`src/rtl/rc5_io_guard_if.sv`:
```
// Tap/alarm bundle between the RC5 core top level and its integrity monitor.
// RC5_GUARD_GATE_EN adds the masked response datapath (dout_in / dout_out).
interface rc5_io_guard_if #(
  parameter int KEY_W   = 128,
  parameter int DATA_W  = 64,
  parameter int MAX_OUT = 4,
  parameter int CNT_W   = 8
);
  localparam int OUT_W = $clog2(MAX_OUT + 1);

  logic [KEY_W-1:0] key;
  logic             key_en;
  logic             key_ok;
  logic             din_en;
  logic             dout_en;
  logic             alarm_clr;
  logic             alarm;
  logic [2:0]       alarm_code;
  logic [CNT_W-1:0] viol_cnt;
  logic [OUT_W-1:0] outstanding;

`ifdef RC5_GUARD_GATE_EN
  logic [DATA_W-1:0] dout_in;
  logic [DATA_W-1:0] dout_out;

  modport master (
    output key, key_en, key_ok, din_en, dout_en, alarm_clr, dout_in,
    input  alarm, alarm_code, viol_cnt, outstanding, dout_out
  );

  modport slave (
    input  key, key_en, key_ok, din_en, dout_en, alarm_clr, dout_in,
    output alarm, alarm_code, viol_cnt, outstanding, dout_out
  );
`else
  modport master (
    output key, key_en, key_ok, din_en, dout_en, alarm_clr,
    input  alarm, alarm_code, viol_cnt, outstanding
  );

  modport slave (
    input  key, key_en, key_ok, din_en, dout_en, alarm_clr,
    output alarm, alarm_code, viol_cnt, outstanding
  );
`endif
endinterface

```
`src/rtl/rc5_io_guard.sv`:
```
// Runtime integrity monitor for the RC5 core: key stability, request/response balance, latency.
// Define RC5_GUARD_GATE_EN to also blank the response data while the alarm is raised.
module rc5_io_guard #(
  parameter int KEY_W   = 128,
  parameter int DATA_W  = 64,
  parameter int MAX_OUT = 4,
  parameter int TIMEOUT = 1024,
  parameter int CNT_W   = 8
) (
  input  logic           clk,
  input  logic           rst,
  rc5_io_guard_if.slave  bus
);
  localparam int OUT_W = $clog2(MAX_OUT + 1);
  localparam int TMR_W = $clog2(TIMEOUT + 1);
  localparam logic [OUT_W-1:0] OUT_MAX  = OUT_W'(MAX_OUT);
  localparam logic [TMR_W-1:0] TMR_LAST = TMR_W'(TIMEOUT - 1);
  localparam logic [TMR_W-1:0] TMR_PARK = TMR_W'(TIMEOUT);

  if (MAX_OUT < 1 || TIMEOUT < 2 || DATA_W < 1) begin : g_param_check
    $error("rc5_io_guard: illegal parameter set");
  end

  typedef enum logic [1:0] {DISARMED, ARMED, ALARM} state_t;

  state_t           state, state_next;
  logic [KEY_W-1:0] key_q;
  logic [OUT_W-1:0] out_q, out_next;
  logic [TMR_W-1:0] timer, timer_next;
  logic             alarm_q;
  logic [2:0]       code_q, code_next;
  logic [CNT_W-1:0] cnt_q, cnt_next;
  logic [2:0]       viol;
  logic             any_viol;
  logic             checking;

  always_comb begin
    checking = (state != DISARMED);
    viol     = '0;
    viol[0]  = checking && !bus.key_en && (bus.key != key_q);
    viol[1]  = checking && ((bus.dout_en && !bus.din_en && out_q == '0) ||
                            (bus.din_en && !bus.dout_en && out_q == OUT_MAX));
    viol[2]  = checking && (out_q != '0) && !bus.dout_en && (timer == TMR_LAST);
    any_viol = |viol;
  end

  always_comb begin
    out_next = out_q;
    if (bus.din_en && !bus.dout_en && out_q != OUT_MAX) begin
      out_next = out_q + 1'b1;
    end else if (bus.dout_en && !bus.din_en && out_q != '0) begin
      out_next = out_q - 1'b1;
    end
  end

  // Timer parks one past the limit so a single stall raises exactly one timeout.
  always_comb begin
    timer_next = timer;
    if (out_q == '0 || bus.dout_en) begin
      timer_next = '0;
    end else if (timer != TMR_PARK) begin
      timer_next = timer + 1'b1;
    end
  end

  always_comb begin
    state_next = state;
    case (state)
      DISARMED: if (bus.key_ok) state_next = ARMED;
      ARMED:    if (any_viol) state_next = ALARM;
      ALARM:    if (bus.alarm_clr && !any_viol) state_next = ARMED;
      default:  state_next = DISARMED;
    endcase
  end

  always_comb begin
    code_next = '0;
    if (state_next == ALARM) begin
      code_next = code_q | viol;
    end
    cnt_next = cnt_q;
    if (any_viol && cnt_q != {CNT_W{1'b1}}) begin
      cnt_next = cnt_q + 1'b1;
    end
  end

  always_ff @(posedge clk or negedge rst) begin
    if (!rst) begin
      state   <= DISARMED;
      key_q   <= '0;
      out_q   <= '0;
      timer   <= '0;
      alarm_q <= 1'b0;
      code_q  <= '0;
      cnt_q   <= '0;
    end else begin
      state   <= state_next;
      key_q   <= bus.key;
      out_q   <= out_next;
      timer   <= timer_next;
      alarm_q <= (state_next == ALARM);
      code_q  <= code_next;
      cnt_q   <= cnt_next;
    end
  end

  assign bus.alarm       = alarm_q;
  assign bus.alarm_code  = code_q;
  assign bus.viol_cnt    = cnt_q;
  assign bus.outstanding = out_q;

`ifdef RC5_GUARD_GATE_EN
  assign bus.dout_out = alarm_q ? '0 : bus.dout_in;
`endif
endmodule
```
`src/flat_wrapper.sv`:
```
// flat-port wrapper written by rule: the top's interface ports become plain ports
module rc5_io_guard_flat 
#(
  parameter int KEY_W   = 128,
  parameter int DATA_W  = 64,
  parameter int MAX_OUT = 4,
  parameter int TIMEOUT = 1024,
  parameter int CNT_W   = 8
)
  (clk, rst, bus_key, bus_key_en, bus_key_ok, bus_din_en, bus_dout_en, bus_alarm_clr, bus_alarm, bus_alarm_code, bus_viol_cnt, bus_outstanding);
  rc5_io_guard_if #(.KEY_W(KEY_W), .DATA_W(DATA_W), .MAX_OUT(MAX_OUT), .CNT_W(CNT_W)) bus_i ();
  input  logic clk;
  input  logic rst;
  input wire logic [$bits(bus_i.key)-1:0] bus_key;
  input wire logic [$bits(bus_i.key_en)-1:0] bus_key_en;
  input wire logic [$bits(bus_i.key_ok)-1:0] bus_key_ok;
  input wire logic [$bits(bus_i.din_en)-1:0] bus_din_en;
  input wire logic [$bits(bus_i.dout_en)-1:0] bus_dout_en;
  input wire logic [$bits(bus_i.alarm_clr)-1:0] bus_alarm_clr;
  output wire logic [$bits(bus_i.alarm)-1:0] bus_alarm;
  output wire logic [$bits(bus_i.alarm_code)-1:0] bus_alarm_code;
  output wire logic [$bits(bus_i.viol_cnt)-1:0] bus_viol_cnt;
  output wire logic [$bits(bus_i.outstanding)-1:0] bus_outstanding;
  assign bus_i.key = bus_key;
  assign bus_i.key_en = bus_key_en;
  assign bus_i.key_ok = bus_key_ok;
  assign bus_i.din_en = bus_din_en;
  assign bus_i.dout_en = bus_dout_en;
  assign bus_i.alarm_clr = bus_alarm_clr;
  assign bus_alarm = bus_i.alarm;
  assign bus_alarm_code = bus_i.alarm_code;
  assign bus_viol_cnt = bus_i.viol_cnt;
  assign bus_outstanding = bus_i.outstanding;
  rc5_io_guard #(.KEY_W(KEY_W), .DATA_W(DATA_W), .MAX_OUT(MAX_OUT), .TIMEOUT(TIMEOUT), .CNT_W(CNT_W)) u_core (.clk(clk), .rst(rst), .bus(bus_i));
endmodule
```
`config.mk`:
```
export PLATFORM = sky130hd
export DESIGN_NAME = rc5_io_guard_flat
export DESIGN_NICKNAME = d
export VERILOG_FILES = /design/src/rtl/rc5_io_guard_if.sv /design/src/rtl/rc5_io_guard.sv /design/src/flat_wrapper.sv
export SDC_FILE = /design/constraint.sdc
export NUM_CORES = 1
export LEC_CHECK = 0
export BUFFER_PORTS_ARGS = -buffer_cell sky130_fd_sc_hd__buf_4
export CORE_UTILIZATION = 55
export CTS_CLUSTER_DIAMETER = 150
export DETAILED_ROUTE_END_ITERATION = 7
export PLACE_DENSITY = 0.84
export SYNTH_ARGS = -nofsm -noshare
export SYNTH_HDL_FRONTEND = slang
export SYNTH_SLANG_ARGS = --single-unit
export TNS_END_PERCENT = 10
```
`constraint.sdc`:
```
create_clock -name clk -period 4.1 [get_ports clk]
set_input_delay 0.82 -clock clk [delete_from_list [all_inputs] [get_ports clk]]
set_output_delay 0.82 -clock clk [all_outputs]
set_load 0.01 [all_outputs]
```
# Word-level counts from Yosys, hierarchy flattened
# Cells that the tools add are included.
[word_totals]
reg_bits = 156
latchBits = 0
ramBits = 0
romBits = 0
input_bits = 135
out_inout_bits = 15
elab_cells = 57
memories = 0
[classes]
addsub = 4
multipliers = 0
n_div = 0
n_lt_le_gt_ge = 0
eq_ne = 9
shift = 0
mux = 9
n_bitwise = 1
reduce_logical = 27
[ops]
columns = ["operator", "n"]
rows = [
  ["inequality test 128 bit", 1],
  ["2-to-1 mux 11 bit", 2],
  ["logical AND 1 bit", 14],
  ["adder 11 x 1 -> 11 bit, second input constant", 1],
  ["equality test 11 x 10 -> 1 bit, second input constant", 1],
  ["inequality test 11 bit, second input constant", 1],
  ["2-to-1 mux 3 bit", 3],
  ["adder 8 x 1 -> 8 bit, second input constant", 1],
  ["inequality test 8 bit, second input constant", 1],
  ["2-to-1 mux 2 bit", 3],
  ["case mux 2 bit (3 select lines)", 1],
  ["nonzero test 2 bit", 3],
  ["equality test 2 bit, second input constant", 2],
  ["logical NOT 1 bit", 4],
  ["adder 3 x 1 -> 3 bit, second input constant", 1],
  ["equality test 3 bit, second input constant", 1],
  ["logical NOT 3 bit", 1],
  ["inequality test 3 bit, second input constant", 1],
  ["bitwise OR 3 bit", 1],
  ["nonzero test 3 bit", 1],
  ["OR reduction 3 bit", 1],
  ["subtractor 3 x 1 -> 3 bit, second input constant", 1],
  ["equality test 2 x 1 -> 1 bit, second input constant", 1],
  ["logical NOT 2 bit", 1],
  ["logical OR 1 bit", 2],
]

# Logic depth before layout (Yosys ltp)
[depth]
word_depth = 12
ltp_mapped = 8
mapped_depth_nobuf = 8

# Worst setup path before layout
# Ideal clock, no wire load.
[synth_path]
kind = "input -> register"
from = "in bus_key[95]"
to = "reg u_core.cnt_q[1] (netlist: u_core.bus.viol_cnt[1])"
arrival_time_ns = 2.244
path_slack_ns = 1.729
stages = 7
path_buffers = 0
cell_sequence = "xor2_1 > nor4_1 > nand4_1 > nor4_1 > a211oi_1 > o21ai_1 > mux2_1"
[synth_between]
elab_chain_cells = 4
[synth_lines]
columns = ["element", "line", "source"]
rows = [
  ["start: declaration", "flat_wrapper.sv:14", "input wire logic [$bits(bus_i.key)-1:0] bus_key;"],
  ["inequality test 128 bit", "rc5_io_guard.sv:40", "viol[0] = checking && !bus.key_en && (bus.key != key_q);"],
  ["logical AND 1 bit", "rc5_io_guard.sv:40", ""],
  ["OR reduction 3 bit", "rc5_io_guard.sv:44", "any_viol = |viol;"],
  ["logical AND 1 bit", "rc5_io_guard.sv:82", "if (any_viol && cnt_q != {CNT_W{1'b1}}) begin"],
  ["end signal: assignment", "rc5_io_guard.sv:103", "cnt_q <= cnt_next;"],
  ["end: declaration", "rc5_io_guard.sv:32", "logic [CNT_W-1:0] cnt_q, cnt_next;"],
]
# No other way between the ends.
# A chain may end at the register's enable or synchronous reset.

# Worst setup path in the final report
[layout_path]
from = "in bus_key[77]"
to = "reg u_core.cnt_q[1] (netlist: u_core.bus.viol_cnt[1])"
# Same word-level chain as after synthesis.

==> reports/metrics.yaml <==
status:
  status: "complete, no violations"
final_layout:
  drive_gt1_frac: 0.304
  nNetsFinal: 755
  antenna_cells: 0
  multi_input_area_mm2: 0.00215
  fillers: 758
  seq_area_mm2: 0.00390
  syn2layout_area_growth_pct: 30.0
  fin_cells: 768
sta:
  relSlewSlack: 0.376
  fmaxAchievable_mhz: 347
  rsz0062_at_grt: "false"
  finalCriticalPeriod_ns: 2.88
  fin_skew_ns: 0.00735
  worst_slack_ns: 1.22
  slew_violations: 0
  final-hold-violation-count: 0
  finalCritPeriodShare: 0.702
  setup_viol_count_final: 0
  setup-tns-final_ns: 0
  worstMarginPinSlew_ns: 0.936
yosys:
  yosysWarnings: 0
  ys_types: 42
  synthXorXnorAreaFrac: 0.205
  syn_nets: 589
  synth_fa_ha_area_frac: 0.00941
  synth-compound-area-share: 0.0348
  synth-seq-cells: 156
  syn_area_mm2: 0.00612
  synth_cells: 450
  synth_top_area_share: 0.638
  muxShareOfSynthArea: 0.00716
  synth_top_family_by_area: "XOR/XNOR gates"
  postSynthAreaPerCell_um2: 13.6
  yosysSeqAreaShare: 0.638
  synthTopCellsByArea: "dfrtp_1 64%, xor2_1 19%, nor4_1 3.6%"
  yosys.area_share.simple: 0.0953
  synth_largest_area_cell: "dfrtp_1"
critical_path:
  crit_path_frequent_cell: "nor4_1"
  crit_type: "input port to flip-flop"
  slowest_delay_ns: 0.57
  crit_path_end_kind: "flip-flop"
  path_buf_inv: 1
  path_cells: "buf_4 -> xor2_1 -> nor4_1 -> nand4_1 -> nor4_1 -> a211oi_2 -> o21ai_1 -> mux2_1"
  crit_slowest_cell: "nor4_1"
  cp.required_ns: 4.52
  critical-path-top-delay-family: "simple AND/OR/NAND/NOR gates"
  crit_path_max_fanout: 11
  rrSetupSlack_ns: 1.23
  cp_data_arrival_time_ns: 3.30
  startpoint_type: "input port"
clock_network:
  clkTransAtPathRegs_ns: 0.06
  post_cts_buffers: 0
  clk_latency_ns: 0.54
  ctsHtreeMaxLevel: 4
  cts_root_buf: "clkbuf_8"
  cts-buffers-inserted: 17
  clockBufferDepth: 2
  cts_tree: "done"
  postCtsHoldBufs: 0
  cts.sinks: 156
  cts.repair.resized: 0
detailed_routing:
  wirelength_met1_um: 4790
  drt_iter0_drc: 161
  wl_per_cell_um: 15.8
  vias_per_cell: 5.07
  route.met2.wl_um: 6350
  drt_pass1_iterations: 4
  routed.top_layer: "met4"
  vias: 3895
  dr_wl_met3_um: 767
  ant_nets: 0
  drc_errors: 0
  wirelength_um: 12100
floorplanning:
  core-area_mm2: 0.0108
  ios: 150
  die_h_um: 107
  die_w_um: 107
  rows: 38
  die-area_mm2: 0.0115
  initial_utilization: 0.564
job:
  maxCapViolations: 0
global_route:
  grt_max_degree: 105
  grt_usage: 0.234
  antenna_found_initial: 0
  grt_pass1_vias: 4252
  grt_pass1_wl_um: 19900
  overflow: 0
place:
  gp_congestion: 0.772
  portBuffers: 149
  hpwl_um: 8840
  dp.cells: 737
  post-place-ws_ns: 0.723
power_and_ir_drop:
  powerDensity_mw_per_mm2: 489
  p_leak_nw: 3.74
  peakVddDrop_uv: 439
  finalPower_mw: 3.89
hold_path:
  holdCritPathClass: "input port to asynchronous set/reset pin"
==> where the power goes <==
group          switching, mW  leakage, nW  internal, mW
registers              0.130         1.85          1.68
clock network          0.578        0.267         0.843
logic                  0.326         1.63         0.338
==> final cells by class <==
class | count | share of cell area
clock buffer | 23 | 0.0587
clock inverter | 8 | 0.00850
inverter | 9 | 0.00425
multi-input combinational | 281 | 0.271
sequential | 156 | 0.491
tap | 140 | 0.0220
timing repair buffer | 151 | 0.145
==> through the flow <==
| step | hold WS, ns | area (µm²) | util |
|---|---|---|---|
| 6_report | 0.401 | 7950 | 0.733 |
| 5_1_grt | 0.371 | 7950 | 0.733 |
| 4_1_cts | 0.381 | 7950 | 0.733 |
| 3_5_place_dp | 0.495 | 7420 | 0.684 |
| 3_3_place_gp | 0.480 | 7420 | 0.684 |
| 2_1_floorplan | 0.519 | 6120 | - |
==> cell usage after synthesis, drive strengths merged <==
library cell  number
xor2             133
a31oi              1
a21boi             1
mux2i              1
nand2             10
and2               3
fa                 1
o22ai              1
a21oi              6
o31ai              1
xnor2             10
and3               3
nor2              25
nand4             10
o211ai             3
a211oi             2
or2                1
o2111ai            2
and4               2
o21ai              5
buf                3
a21o               2
nor2b              1
ha                 3
nor4b              1
nand4b             1
a221oi             1
mux2               3
inv                9
o31a               1
nand2b             5
clkbuf             1
nand3              4
nor4              37
dfrtp            156
o32ai              1
==> layer usage <==
| metal | vias up | GRT usage |
|---|---|---|
| met3 | 22 | 0.0878 |
| met4 | 0 | 0.0861 |
| li1 | 1860 | - |
| met1 | 1904 | 0.264 |
| met5 | - | 0 |
| met2 | 109 | 0.405 |
==> cell families after synthesis <==
kind of cell             after synthesis
flip-flops                           156
XOR/XNOR                             143
AND/OR/NAND/NOR                      103
AO/OA/AOI/OAI                         27
buffers and inverters                 13
multiplexers                           4
adder cells (fa/ha/maj)                4
==> cell usage in the layout, fill, tap and decap left out, types with 2 or more instances in the layout <==
cell type,synthesis,final
a21o_1,2,2
clkbuf_1,1,3
nand4_1,9,9
o211ai_2,3,3
xor2_1,133,133
ha_1,3,3
inv_1,9,9
and3_1,3,3
and2_1,3,3
nor4_2,2,2
clkbuf_16,0,16
nand2_1,10,10
nand2b_1,5,5
a21oi_1,6,6
dfrtp_1,156,156
clkinv_2,0,6
o2111ai_2,2,2
o21ai_1,4,4
nor2_1,25,25
mux2_1,2,2
xnor2_1,10,10
clkbuf_8,0,4
buf_4,0,149
nand3_1,4,4
nor4_1,35,35
==> state kept, by name (all words and copies together), names as in the netlist <==
register	flops
u_core.bus.alarm	1
u_core.bus.alarm_code	3
u_core.bus.outstanding	3
u_core.bus.viol_cnt	8
u_core.key_q	128
u_core.state	2
u_core.timer	11
==> worst paths after layout <==
kind | to | cells past startpoint | startpoint
setup reg to reg | u_core.bus.viol_cnt[1]$_DFFE_PN0P_ | 7 | u_core.key_q[77]$_DFF_PN0_
max in group asynchronous | u_core.key_q[72]$_DFF_PN0_ | 2 | rst
min in group clk | u_core.key_q[98]$_DFF_PN0_ | 1 | bus_key[98]
hold reg to reg | u_core.bus.viol_cnt[5]$_DFFE_PN0P_ | 1 | u_core.bus.viol_cnt[5]$_DFFE_PN0P_
setup / recovery | u_core.bus.viol_cnt[1]$_DFFE_PN0P_ | 8 | bus_key[77]
hold / removal | u_core.key_q[12]$_DFF_PN0_ | 1 | rst
Power figures use the tool's default switching activity.
